### src/rtl/streebog_l_transform_ctrl_if.sv
// Bus bundle for the Streebog L-transform sequencer: start/ready handshake,
// 512-bit state in/out and the address/data pair of the shared A-matrix mask ROM.
interface streebog_l_transform_ctrl_if;
  logic         ena;
  logic         rdy;
  logic [511:0] din;
  logic [511:0] dout;
  logic [5:0]   rom_addr;
  logic [63:0]  rom_data;

  // master = the surrounding LPS datapath plus the ROM; slave = the sequencer
  modport master (
    output ena,
    output din,
    output rom_data,
    input  rdy,
    input  dout,
    input  rom_addr
  );

  modport slave (
    input  ena,
    input  din,
    input  rom_data,
    output rdy,
    output dout,
    output rom_addr
  );
endinterface

### src/rtl/streebog_l_transform_ctrl.sv
// Streebog linear transform L over eight 64-bit words: walks the 64 rows of the
// registered A-matrix mask ROM and builds one output bit per row for all words.
module streebog_l_transform_ctrl (
  input logic                        clk,
  input logic                        rst_n,
  streebog_l_transform_ctrl_if.slave bus
);

  typedef enum logic [1:0] {
    IDLE = 2'd0,
    RUN  = 2'd1
  } state_t;

  state_t       state;
  state_t       state_nxt;
  logic [511:0] x_reg;
  logic [511:0] y_acc;
  logic [511:0] y_nxt;
  logic [511:0] dout_reg;
  logic [5:0]   addr_cnt;
  logic [6:0]   cap_cnt;
  logic         rdy_reg;
  logic         accept;
  logic         capture;
  logic         last_cap;

  always_ff @(posedge clk or negedge rst_n) begin
    if (!rst_n) begin
      state <= IDLE;
    end else begin
      state <= state_nxt;
    end
  end

  // ROM data lags the address by one edge, so the first RUN edge (addr_cnt
  // still 0) has nothing to capture; every later edge captures one bit.
  always_comb begin
    state_nxt = state;
    accept    = 1'b0;
    capture   = 1'b0;
    last_cap  = 1'b0;
    case (state)
      IDLE: begin
        if (bus.ena) begin
          accept    = 1'b1;
          state_nxt = RUN;
        end
      end
      RUN: begin
        capture  = (addr_cnt != 6'd0);
        last_cap = capture && (cap_cnt == 7'd63);
        if (last_cap) begin
          state_nxt = IDLE;
        end
      end
      default: state_nxt = IDLE;
    endcase
  end

  always_comb begin
    y_nxt = y_acc;
    for (int w = 0; w < 8; w++) begin
      y_nxt[{3'(w), cap_cnt[5:0]}] = ^(x_reg[{3'(w), 6'd0} +: 64] & bus.rom_data);
    end
  end

  // dout is loaded from y_nxt so the final bit lands in the same edge as rdy
  always_ff @(posedge clk or negedge rst_n) begin
    if (!rst_n) begin
      x_reg    <= '0;
      y_acc    <= '0;
      dout_reg <= '0;
      addr_cnt <= '0;
      cap_cnt  <= '0;
      rdy_reg  <= 1'b1;
    end else if (accept) begin
      x_reg    <= bus.din;
      y_acc    <= '0;
      addr_cnt <= '0;
      cap_cnt  <= '0;
      rdy_reg  <= 1'b0;
    end else if (state == RUN) begin
      if (addr_cnt != 6'd63) begin
        addr_cnt <= addr_cnt + 6'd1;
      end
      if (capture) begin
        y_acc   <= y_nxt;
        cap_cnt <= cap_cnt + 7'd1;
      end
      if (last_cap) begin
        dout_reg <= y_nxt;
        rdy_reg  <= 1'b1;
      end
    end
  end

  assign bus.rdy      = rdy_reg;
  assign bus.dout     = dout_reg;
  assign bus.rom_addr = addr_cnt;

endmodule

### src/flat_wrapper.sv
// flat-port wrapper written by rule: the top's interface ports become plain ports
module streebog_l_transform_ctrl_flat 
  (clk, rst_n, bus_ena, bus_din, bus_rom_data, bus_rdy, bus_dout, bus_rom_addr);
  streebog_l_transform_ctrl_if bus_i ();
  input logic clk;
  input logic rst_n;
  input wire logic [$bits(bus_i.ena)-1:0] bus_ena;
  input wire logic [$bits(bus_i.din)-1:0] bus_din;
  input wire logic [$bits(bus_i.rom_data)-1:0] bus_rom_data;
  output wire logic [$bits(bus_i.rdy)-1:0] bus_rdy;
  output wire logic [$bits(bus_i.dout)-1:0] bus_dout;
  output wire logic [$bits(bus_i.rom_addr)-1:0] bus_rom_addr;
  assign bus_i.ena = bus_ena;
  assign bus_i.din = bus_din;
  assign bus_i.rom_data = bus_rom_data;
  assign bus_rdy = bus_i.rdy;
  assign bus_dout = bus_i.dout;
  assign bus_rom_addr = bus_i.rom_addr;
  streebog_l_transform_ctrl u_core (.clk(clk), .rst_n(rst_n), .bus(bus_i));
endmodule
### config.mk
export PLATFORM = sky130hd
export DESIGN_NAME = streebog_l_transform_ctrl_flat
export DESIGN_NICKNAME = d
export VERILOG_FILES = /design/src/rtl/streebog_l_transform_ctrl_if.sv /design/src/rtl/streebog_l_transform_ctrl.sv /design/src/flat_wrapper.sv
export SDC_FILE = /design/constraint.sdc
export NUM_CORES = 2
export LEC_CHECK = 0
export BUFFER_PORTS_ARGS = -buffer_cell sky130_fd_sc_hd__clkbuf_2
export CAP_MARGIN = 20
export CORE_AREA = 2 2 431 433
export DETAILED_ROUTE_END_ITERATION = 6
export DIE_AREA = 0 0 433 435
export GPL_ROUTABILITY_DRIVEN = 0
export GPL_TIMING_DRIVEN = 0
export SYNTH_ARGS = -nofsm -noshare
export SYNTH_HDL_FRONTEND = slang
export SYNTH_SLANG_ARGS = --single-unit
export TNS_END_PERCENT = 10
### constraint.sdc
create_clock -name clk -period 2.85 [get_ports clk]
set_input_delay 0 -clock clk [delete_from_list [all_inputs] [get_ports clk]]
set_output_delay 0 -clock clk [all_outputs]
set_load 0.02 [all_outputs]
After elaboration in Yosys (flattened, before gate mapping)
Index checks and enable logic that the tools add are counted.
{"block": "classes", "bitwise": 9, "mux": 43, "eq_ne": 5, "addsub": 2, "reduce_logical": 28, "n_lt_le_gt_ge": 16}
{"operator": "$bwmux 512", "count": 8}
{"operator": "$mux 512", "count": 3}
{"operator": "$and 64x64->64", "count": 8}
{"operator": "$reduce_xor 64->1", "count": 8}
{"operator": "$demux 1 s6", "count": 8}
{"operator": "$lt 9x10->1 const B", "count": 4}
{"operator": "$ge 9x1->1 const B", "count": 4}
{"operator": "$mux 7", "count": 3}
{"operator": "$lt 8x10->1 const B", "count": 2}
{"operator": "$mux 6", "count": 3}
{"operator": "$ge 8x1->1 const B", "count": 2}
{"operator": "$mux 1", "count": 15}
{"operator": "$lt 6x10->1 const B", "count": 1}
{"operator": "$lt 7x10->1 const B", "count": 1}
{"operator": "$logic_and 1x1->1", "count": 9}
{"operator": "$reduce_and 2->1", "count": 4}
{"operator": "$reduce_bool 2->1", "count": 4}
{"operator": "$add 7x1->7 const B", "count": 1}
{"operator": "$eq 7x6->1 const B", "count": 1}
{"operator": "$ge 7x1->1 const B", "count": 1}
{"operator": "$add 6x1->6 const B", "count": 1}
{"operator": "$ge 6x1->1 const B", "count": 1}
{"operator": "$ne 6x6->1 const B", "count": 1}
{"operator": "$reduce_bool 6->1", "count": 1}
{"operator": "other kinds (8)", "count": 9}
{"block": "word_totals", "reg_bits": 1552, "out_inout_bits": 519}

Logic depth before layout (Yosys ltp)
{"block": "logic_depth", "ltp_word": 15, "depth_mapped": 12, "depth_no_buf": 9}

Worst setup path after synthesis
Ideal clock, no wire load.
{"block": "synth_timing", "path_type": "register to register", "start": "reg u_core.addr_cnt[0] (netlist: u_core.bus.rom_addr[0])", "end": "reg u_core.dout_reg[0] (netlist: u_core.bus.dout[0])", "required_ps": 2729, "stages_incl_launch_ff": 13, "slack_ps": 396, "arrival_ps": 2333, "setup_time_ps": 121, "period_less_slack_ps": 2454, "cell_sequence": "dfrtp_1 > inv_1 > ha_1 > or4b_1 > o21a_1 > buf_2 > nand3_2 > or3_1 > buf_4 > buf_4 > buf_2 > nor3_1 > nor2_1"}
{"block": "synth_via", "elab_chain_cells": 4}
{"element": "from (decl)", "line": "streebog_l_transform_ctrl.sv:20", "rtl": "logic [5:0] addr_cnt;"}
{"element": "from (signal assigned)", "line": "streebog_l_transform_ctrl.sv:84", "rtl": "addr_cnt <= addr_cnt + 6'd1;"}
{"element": "$reduce_bool 6->1", "line": "streebog_l_transform_ctrl.sv:50", "rtl": "capture = (addr_cnt != 6'd0);"}
{"element": "$logic_and 1x1->1", "line": "streebog_l_transform_ctrl.sv:51", "rtl": "last_cap = capture && (cap_cnt == 7'd63);"}
{"element": "$mux 1", "line": "streebog_l_transform_ctrl.sv:42", "rtl": "case (state)"}
{"element": "$reduce_and 3->1 (no line)"}
{"element": "to (signal assigned)", "line": "streebog_l_transform_ctrl.sv:91", "rtl": "dout_reg <= y_nxt;"}
{"element": "to (decl)", "line": "streebog_l_transform_ctrl.sv:19", "rtl": "logic [511:0] dout_reg;"}
Every way passes these cells.
A chain may end at the register's enable or synchronous reset.

Worst setup path in the final report
{"block": "layout_timing", "start": "reg u_core.cap_cnt[5]", "end": "reg u_core.dout_reg[209] (netlist: u_core.bus.dout[209])"}
{"block": "layout_via", "elab_chain_cells": 9, "elab_cells_between_ends": 14}
{"element": "from (decl)", "line": "streebog_l_transform_ctrl.sv:21", "rtl": "logic [6:0] cap_cnt;"}
{"element": "from (signal assigned)", "line": "streebog_l_transform_ctrl.sv:88", "rtl": "cap_cnt <= cap_cnt + 7'd1;"}
{"element": "$lt 8x10->1 (implied by the code) or $ge 8x1->1 (tied branches)", "line": "streebog_l_transform_ctrl.sv:63", "rtl": "y_nxt[{3'(w), cap_cnt[5:0]}] = ^(x_reg[{3'(w), 6'd0} +: 64] & bus.rom_data);"}
{"element": "$logic_and 1x1->1 (implied by the code)", "line": "streebog_l_transform_ctrl.sv:63"}
{"element": "$mux 1 (implied by the code)", "line": "streebog_l_transform_ctrl.sv:63"}
{"element": "$demux 1 s6"}
{"element": "$bwmux 512 (5 in series)", "line": "streebog_l_transform_ctrl.sv:63"}
Parallel ways exist; a longest one is shown, timed or not.

==> flow_summary.json <==
{
  "reg2reg_to": "u_core.bus.dout[209]$_DFFE_PN0P_",
  "grt_start_max_net_pins": 119,
  "vias_per_cell": 5.43,
  "power_frac_clock_pct": 14.7,
  "pre_cts_ws_ns": -1.20,
  "cpPeakStageDelay_ns": 0.81,
  "r2r-start": "u_core.cap_cnt[5]$_DFFE_PN0P_",
  "fp.coreArea_um2": 184000,
  "io_buffers": 1033,
  "end_kind": "flop",
  "combPwrFrac_pct": 60.2,
  "timing.final.ws_setup_ns": -0.139,
  "finalCriticalPeriod_ns": 2.99,
  "cts.clk_slew.worst_paths_ns": 0.06,
  "clock-sinks": 1551,
  "critPathRequiredTime_ns": 3.55,
  "synth_flop_cell": "dfrtp_1",
  "r2r_setup_slack_ns": -0.14,
  "max_freq_mhz": 335,
  "drt_iter0_drc": 8100,
  "crit_path_top_delay_cell": "nor3b_2",
  "yosysSeqAreaShare_pct": 58.9,
  "drc": 164,
  "cts_tree": "built",
  "synth_edf_count": 0,
  "hpwl_um": 221000,
  "crit_family": "simple AND/OR/NAND/NOR gates",
  "drt_wl_total_um": 333000,
  "p_seq_share_pct": 25.1,
  "synth.most_common_cell": "nand2_1",
  "ys_seq_elements": 1551,
  "power.share.switching_pct": 49.7,
  "drive_gt1_share_pct": 19.8,
  "whs_ns": -0.356,
  "synth.largest_area_cell": "dfrtp_1",
  "drt_pass1_iterations": 7,
  "yosys_warnings": 0,
  "grt_overflow": 0,
  "syn_to_final_growth_pct": 40.3,
  "worst_pin_slew_ns": 0.989,
  "ys_types": 41,
  "io_pins": 1098,
  "async_reset_ff_share_pct": 100,
  "rows": 158,
  "cts_buffers": 166,
  "yosysTopAreaCellShare_pct": 58.8,
  "power_switching_uw": 76200,
  "p_leak_uw": 0.0446,
  "p_int_uw": 77200,
  "synth.avg_cell_area_um2": 8.93,
  "fin_nets": 10216,
  "syn_area_um2": 65900,
  "root_buffer": "clkbuf_16",
  "slew-limit-headroom_pct": 33.9,
  "antenna_found_initial": 61,
  "yosys-top-cells-area": "dfrtp_1, nand2_1, nor2_1",
  "timing.final.crit_share_pct": 105,
  "rsz0062_at_grt": "true",
  "min_path_type": "in -> async",
  "peakVddDrop_uv": 3200,
  "cp.arrival_ns": 3.69,
  "clockBufferDepth": 3,
  "grt_pass1_wl_um": 474000,
  "track_usage_pct": 35.3,
  "setup_viol": 88,
  "via_count": 66867,
  "cts-hold-fix-buffers": 1001,
  "crit_type": "reg -> reg",
  "fillers": 16502,
  "powerDensity_nw_per_um2": 1660,
  "hold_viol": 427,
  "die-width_um": 433,
  "path_cells": "clkbuf_1 -> clkbuf_1 -> nor3b_2 -> nand2_1 -> nand3_1 -> nand2_1",
  "maxSlewViolCount": 0,
  "fp.dieArea_um2": 188000,
  "ant_nets": 0,
  "synth_common_cells": "nand2_1, dfrtp_1, nor2_1, o21ai_1, nor3_1",
  "synthCells": 7387,
  "grt_pass1_vias": 66393,
  "ff2ff_path_depth": 6,
  "clock_skew_ns": 0.0536,
  "status": "complete, but fails checks",
  "cap_violations": 0,
  "wire_per_inst_um": 27.1,
  "floorplan.initialDensity_pct": 35.8,
  "clk_latency_ns": 0.85,
  "crit_buf_inv": 2,
  "violations": "DRC, hold timing, setup timing",
  "path_max_fanout": 10,
  "cp-start-kind": "flop",
  "syn-num-nets": 7969,
  "htreeDepth": 4,
  "final_area_um2": 92500,
  "place_area_um2": 74900,
  "die_h_um": 435
}
## logic make-up (layout without fill, tap and decap cells)
kind of cell | after synthesis | count (layout) | share of synthesized area (%)
DFF | 1551 | 1551 | 58.9
AOI/OAI and AO/OA | 648 | 648 | 5.40
other | 0 | 65 | 0
and+or+nand+nor | 4279 | 4279 | 25.6
xor gates and xnor gates | 508 | 508 | 6.84
buffers and inverters | 398 | 2773 | 3.26
adders and majority gates | 3 | 3 | 0.0569
## metrics by stage
step	cells	hold WS (ns)	utilization, %	total power [uW]	TNS (ns)
after global placement	10900	0.197	40.3	104000	-
after CTS	12235	-0.371	49.9	142000	-4.10
final	12307	-0.356	50.3	153000	-5.63
after global routing	12269	-0.317	50.2	160000	-7.16
after detailed placement	10930	0.119	40.7	105000	-842.74
after floorplan	7387	-0.296	-	112000	0
## worst max path at each step
stage                                       endpoint  depth (start not counted)                          startpoint
global route            u_core.y_acc[67]$_DFFE_PN0P_                          6       u_core.cap_cnt[0]$_DFFE_PN0P_
CTS                     u_core.y_acc[32]$_DFFE_PN0P_                          7       u_core.cap_cnt[5]$_DFFE_PN0P_
detailed placement  u_core.bus.dout[351]$_DFFE_PN0P_                         11  u_core.bus.rom_addr[0]$_DFFE_PN0P_
finish              u_core.bus.dout[209]$_DFFE_PN0P_                          6       u_core.cap_cnt[5]$_DFFE_PN0P_
floorplan             u_core.bus.dout[0]$_DFFE_PN0P_                         12  u_core.bus.rom_addr[0]$_DFFE_PN0P_
global placement       u_core.x_reg[381]$_DFFE_PN0P_                          1                               rst_n
## worst register-to-register path: stages, from the launching register on
cell	delay (ns)
dfrtp_1	0.36
clkbuf_1	0.22
clkbuf_1	0.39
nor3b_2	0.81
nand2_1	0.64
nand3_1	0.36
nand2_1	0.08
## per-layer routing
| layer | GRT usage, % | vias up | wire, um |
|---|---|---|---|
| met3 | 11.6 | 1725 | 34600 |
| met2 | 53.5 | 5033 | 148000 |
| met1 | 40.0 | 32111 | 115000 |
| li1 | - | 27956 | - |
| met4 | 30.2 | 42 | 35200 |
| met5 | 2.33 | - | 654 |
## power groups by stage
stage	Sequential [uW]	Clock, uW	Combinational [uW]
2_1_floorplan	40200	0	72100
3_3_place_gp	38300	0	65900
3_5_place_dp	38400	0	66900
4_1_cts	38000	22600	81200
5_1_grt	39300	23600	96900
6_report	38500	22500	92300
## cells in the final DEF, fill, tap and decap left out, drive strengths merged, types with 2 or more instances in the layout
master       netlist  routed
diode              0      65
nor2b              2       2
or3b               4       4
and2               2       2
o21ai            637     637
nand3             86      86
dlygate4sd3        0     994
a21oi              3       3
or3                3       3
and3               3       3
and3b              4       4
nor3             409     409
nor2             905     905
nand2           2847    2847
nand4              2       2
bufinv             0      11
inv                2       8
xor2             124     124
clkbuf           200    1455
nor3b              4       4
dfrtp           1550    1550
o31ai              2       2
xnor2            384     384
clkinv             0      34
nand3b             5       5
clkinvlp           0       2
a31oi              2       2
ha                 3       3
buf              196     268
o21a               2       2
## layout make-up
| type | instances | area, um^2 | share of cell area, % |
|---|---|---|---|
| clock inverter | 53 | 689 | 0.745 |
| sequential | 1551 | 38800 | 42.0 |
| inverter | 2 | 7.51 | 0.00812 |
| antenna | 65 | 163 | 0.176 |
| clock buffer | 243 | 4910 | 5.31 |
| tap | 2480 | 3100 | 3.35 |
| multi-input combinational | 5438 | 26200 | 28.3 |
| timing repair buffer | 2081 | 16100 | 17.5 |
| buffer | 394 | 2470 | 2.67 |
## timing repair
item / in CTS / in global routing
gates resized for setup: 286 / 157
buffers inserted: 10 / 7
pin swaps: 8 / 5
hold endpoints to repair: 1025 / 427
setup endpoints to repair: 1417 / 1091
No activity file was read; power rests on OpenSTA's default activity.
